**src/rtl/cdb_rr_arb.sv**
```systemverilog
// Common-data-bus arbiter: picks one execution-unit write-back per cycle, announces its tag
// combinationally and broadcasts the full result from registers one cycle later.
module cdb_rr_arb #(
   parameter int CH   = 6,
   parameter int DATA = 32,
   parameter int RD   = 8,
   parameter int EXP  = 4,
   parameter int RR   = 1
) (
   input  logic                clk,
   input  logic                reset,
   input  logic                flush_,
   input  logic [CH-1:0]       ch_wb_req_,
   output logic [CH-1:0]       ch_wb_ack_,
   input  logic [CH*RD-1:0]    ch_pre_wb_rd,
   input  logic [CH*DATA-1:0]  ch_wb_data,
   input  logic [CH-1:0]       ch_wb_exp_,
   input  logic [CH*EXP-1:0]   ch_wb_exp_code,
   output logic                conflict_,
   output logic                pre_wb_e_,
   output logic [RD-1:0]       pre_wb_rd,
   output logic                wb_e_,
   output logic [RD-1:0]       wb_rd,
   output logic [DATA-1:0]     wb_data,
   output logic                wb_exp_,
   output logic [EXP-1:0]      wb_exp_code
);

   localparam int PW = (CH > 1) ? $clog2(CH) : 1;

   logic [PW-1:0]   ptr_reg;
   logic [PW-1:0]   win;
   logic            grant_vld;
   logic [CH-1:0]   req_raw;
   logic [CH-1:0]   req_act;
   logic            wb_e_reg;
   logic [RD-1:0]   wb_rd_reg;
   logic [DATA-1:0] wb_data_reg;
   logic            wb_exp_reg;
   logic [EXP-1:0]  wb_exp_code_reg;

   logic [RD-1:0]   rd_arr   [CH];
   logic [DATA-1:0] data_arr [CH];
   logic [EXP-1:0]  code_arr [CH];

   assign req_raw = ~ch_wb_req_;
   // Flush and reset suppress grants but not the contention indication.
   assign req_act = req_raw & {CH{flush_ & ~reset}};

   // Two or more requests pending <=> clearing the lowest set bit leaves something set.
   assign conflict_ = ~|(req_raw & (req_raw - 1'b1));

   genvar gi;
   generate
      for (gi = 0; gi < CH; gi++) begin : g_ch
         assign rd_arr[gi]     = ch_pre_wb_rd[gi*RD +: RD];
         assign data_arr[gi]   = ch_wb_data[gi*DATA +: DATA];
         assign code_arr[gi]   = ch_wb_exp_code[gi*EXP +: EXP];
         assign ch_wb_ack_[gi] = ~(grant_vld && (win == PW'(gi)));
      end
   endgenerate

   // Search order starts at ptr for round-robin, at channel 0 for fixed priority.
   always_comb begin
      int idx;
      grant_vld = 1'b0;
      win       = '0;
      idx       = 0;
      for (int i = 0; i < CH; i++) begin
         idx = (RR != 0) ? int'(ptr_reg) + i : i;
         if (idx >= CH)
            idx = idx - CH;
         if (!grant_vld && req_act[idx]) begin
            grant_vld = 1'b1;
            win       = PW'(idx);
         end
      end
   end

   assign pre_wb_e_ = ~grant_vld;
   assign pre_wb_rd = grant_vld ? rd_arr[win] : '0;

   always_ff @(posedge clk or posedge reset) begin
      if (reset) begin
         ptr_reg         <= '0;
         wb_e_reg        <= 1'b1;
         wb_rd_reg       <= '0;
         wb_data_reg     <= '0;
         wb_exp_reg      <= 1'b1;
         wb_exp_code_reg <= '0;
      end else if (grant_vld) begin
         ptr_reg         <= (win == PW'(CH-1)) ? '0 : win + 1'b1;
         wb_e_reg        <= 1'b0;
         wb_rd_reg       <= rd_arr[win];
         wb_data_reg     <= data_arr[win];
         wb_exp_reg      <= ch_wb_exp_[win];
         wb_exp_code_reg <= code_arr[win];
      end else begin
         wb_e_reg        <= 1'b1;
      end
   end

   assign wb_e_       = wb_e_reg;
   assign wb_rd       = wb_rd_reg;
   assign wb_data     = wb_data_reg;
   assign wb_exp_     = wb_exp_reg;
   assign wb_exp_code = wb_exp_code_reg;

endmodule
```
**config.mk**
```make
export PLATFORM = sky130hd
export DESIGN_NAME = cdb_rr_arb
export DESIGN_NICKNAME = d
export VERILOG_FILES = /design/src/rtl/cdb_rr_arb.sv
export SDC_FILE = /design/constraint.sdc
export NUM_CORES = 1
export LEC_CHECK = 0
export ABC_AREA = 1
export BUFFER_PORTS_ARGS = -buffer_cell sky130_fd_sc_hd__buf_2
export CORE_AREA = 2 2 133 135
export CTS_BUF_LIST = sky130_fd_sc_hd__clkbuf_4
export DETAILED_ROUTE_END_ITERATION = 8
export DIE_AREA = 0 0 135 137
export PLACE_DENSITY_LB_ADDON = 0.05
export SLEW_MARGIN = 20
export SYNTH_ARGS = -nofsm -noshare
export SYNTH_HDL_FRONTEND = slang
export SYNTH_SLANG_ARGS = --single-unit
```
**constraint.sdc**
```tcl
create_clock -name clk -period 8.65 [get_ports clk]
set_clock_uncertainty 0.2 [all_clocks]
set_input_delay 1.73 -clock clk [delete_from_list [all_inputs] [get_ports clk]]
set_output_delay 1.73 -clock clk [all_outputs]
set_load 0.01 [all_outputs]
```
==> key figures <==
Hold path
  • Hold EP: wb_rd[6]
  • Worst hold path class: reg2reg
  • WHS Path Cells: 2
  • Hold wc startpoint: wb_rd[6]

Drt
  • TritonRoute pass-1 iters: 5
  • Routed WL: 24.87 mm
  • Antenna-violating nets left: 0
  • Vias per inst: 4.695
  • Post-route DRC: 0
  • DR vias: 7728
  • Initial DRC Count: 376
  • Average wire per standard cell: 15.11 um

Global routing
  • Largest net degree at the start of global routing: 90
  • Vias in the first global route: 6949
  • Total grt overflow: 0
  • Initial antenna violation count: 7
  • First-pass GRT wire length: 37.21 mm
  • Tot GR Track Use: 25.56%

STA
  • Setup Viol. Count Final: 0
  • Fin. Hold Viols: 0
  • Max Clk Rate: 0.1389 GHz
  • Max-slew violations: 0
  • Min Tclk post-route: 7199 ps
  • Relative slew margins: 39.26%
  • Period Utilization, post-route: 83.22%
  • RSZ-0062 raised after global routing: no
  • Slew @ Worst Pin: 911.2 ps
  • Fin Setup TNS: 0 ps

Synth
  • Simple-gate share of the synthesized area: 62.36%
  • Ys flop type: dfrtp_1
  • Async SR Flop Fraction: 100.0%
  • Synth warn: 0
  • Cell Area, Synth: 5873 um2
  • Adder-Cell Fraction of Synth Area: 2.983%
  • Synth Area in Compound Gates: 1.853%
  • EDFF count, synth: 0
  • Synth Area in XOR/XNOR: 0.2983%
  • Synthesized Nets: 1412
  • Cell count after synthesis: 1119
  • Netlist cell types: 34
  • Mux cell area share after synthesis: 0%
  • Largest family of logic cells by synthesized area: simple AND/OR/NAND/NOR gates
  • Post-synthesis register bit count: 49
  • Synthesized area per cell: 5.249 um2
  • Register area share after synthesis: 20.92%

Floorplanning
  • Starting Density: 34.43%
  • Die H: 137 um
  • Core region area: 17060 um2
  • Die area: 18500 um2
  • Die X: 135 um
  • # IOs: 341
  • Std cell rows: 48

Finish
  • Max FFs per register: 32
  • Share of layout cells above drive strength 1: 27.86%
  • Fillers: 1974
  • Layout area overhead: 30.44%
  • Final instance area: 7661 um2
  • Most frequent cells in the layout: nand2_1 (642), buf_2 (340), nand3_1 (123)
  • Fin nets: 1710
  • Commonest non-fill, non-tap cell in the layout: nand2_1
  • Multi-input gate area: 3980 um2
  • Core Util, Final: 44.92%
  • Register area: 1229 um2

Worst setup path
  • Setup slack, reg-to-reg: 3710 ps
  • CP Max Fanout: 31
  • R2r startpoint: ptr_reg[1]
  • Crit. End Element: output pin
  • Setup CP Type: in2out
  • Worst EP required: 6720 ps
  • RR Endpoint: wb_data[1]
  • Worst path arrival time: 5270 ps
  • R2r worst-path depth: 20
  • Most used cell, CP: nand2_1
  • Critical Path, Cell by Cell: buf_2 -> inv_2 -> nand2_1 -> nor2_1 -> nand2_1 -> o21ai_2 -> nand2_1 -> nand2_1 -> nand2_2 -> nand3_1 -> nand2_1 -> nand2_1 -> nand2_1 -> nand2_4 -> nand2_4 -> inv_2 -> buf_4 -> nand2_1 -> nand2_1 -> nand3_1 -> nand2_1 -> buf_2
  • Worst Setup Start Kind: input port
  • Worst path top cell family by delay: simple AND/OR/NAND/NOR gates
  • Buf/Inv on CP: 5
  • CP max stage delay: 520 ps
  • Worst-path cell with the longest stage delay: inv_2

Run status
  • Status: complete, no violations

Place
  • RePlAce Congestion: 0.8829
  • # port buffers: 340
  • Dpl hpwl: 18.41 mm
  • Dpl cell area: 7594 um2

Clock tree
  • Clk buf depth: 2
  • H-tree levels: 2
  • Worst-Skew Late Latency: 390 ps
  • CTS Sinks: 49
  • Setup bufs post-CTS: 0
  • Clk root buf: clkbuf_4
  • CTS clk-pin slew, worst paths: 160 ps
  • CTS buffer count: 5
  • CTS tree: yes
  • Cts hold-fix bufs: 0
  • Resize count post-CTS: 0

Run
  • Max Cap Violations: 0
-- through the flow --
step	std cells	setup slack [ps]	hold slack, ps
finish	1646	1451	311.5
global placement	1635	1425	292.4
global route	1646	918.7	346.6
floorplan	1119	2441	331.8
CTS	1643	1351	314.3
detailed placement	1635	1340	277.6
-- kinds of logic (layout without fill, tap and decap cells) --
| family | count (synthesis) | count (layout) |
|---|---|---|
| AO/OA/AOI/OAI | 16 | 16 |
| XOR/XNOR | 2 | 2 |
| adder cells (fa/ha/maj) | 14 | 14 |
| buffers and inverters | 145 | 444 |
| flip-flops | 49 | 49 |
| other | 0 | 3 |
| AND/OR/NAND/NOR | 893 | 893 |
-- Yosys cell counts (12+ instances only) --
cell type  number  area share, %
inv_1          71            4.5
dfrtp_1        47             20
buf_6          12            2.3
nand4_1        21            2.2
inv_2          13           0.83
nor2_1         89            5.7
ha_1           14            3.0
nand2_1       642             41
clkbuf_1       13           0.83
buf_2          28            2.4
nand3_1       124             11
-- layer usage --
layer	share of wire, %	vias to the layer above	global-route usage (%)
met5	0.14	-	0
met4	1.7	6	5.440
met3	6.9	30	5.000
met2	49	259	45.91
met1	42	3406	31.73
li1	-	4027	-
-- worst min-delay path: stages (launching register included) --
cell,delay [ps]
dfrtp_1,370
nand2_1,50
nand3_1,70
-- final cells by class --
type,count,area share (%)
flip-flops and latches,49,16.04
clock buffers,7,0.6859
inverters,85,4.165
multi-input cells,925,51.95
well taps,225,3.675
clock inverters,1,0.09799
repair buffers,351,23.29
diodes,3,0.09799
-- worst max path at each step --
stage / depth (start not counted) / to / slack (ps) / from
floorplan: 16 / ch_wb_ack_[3] / 2440 / reset
global placement: 13 / ch_wb_ack_[5] / 1430 / reset
detailed placement: 18 / ch_wb_ack_[4] / 1340 / reset
CTS: 22 / pre_wb_rd[1] / 1350 / reset
global route: 22 / pre_wb_rd[1] / 920 / reset
finish: 22 / pre_wb_rd[1] / 1450 / reset
Power is left out: the tool's default activity adds up to more than one toggle a clock period on the data nets, which glitch-free logic cannot reach.
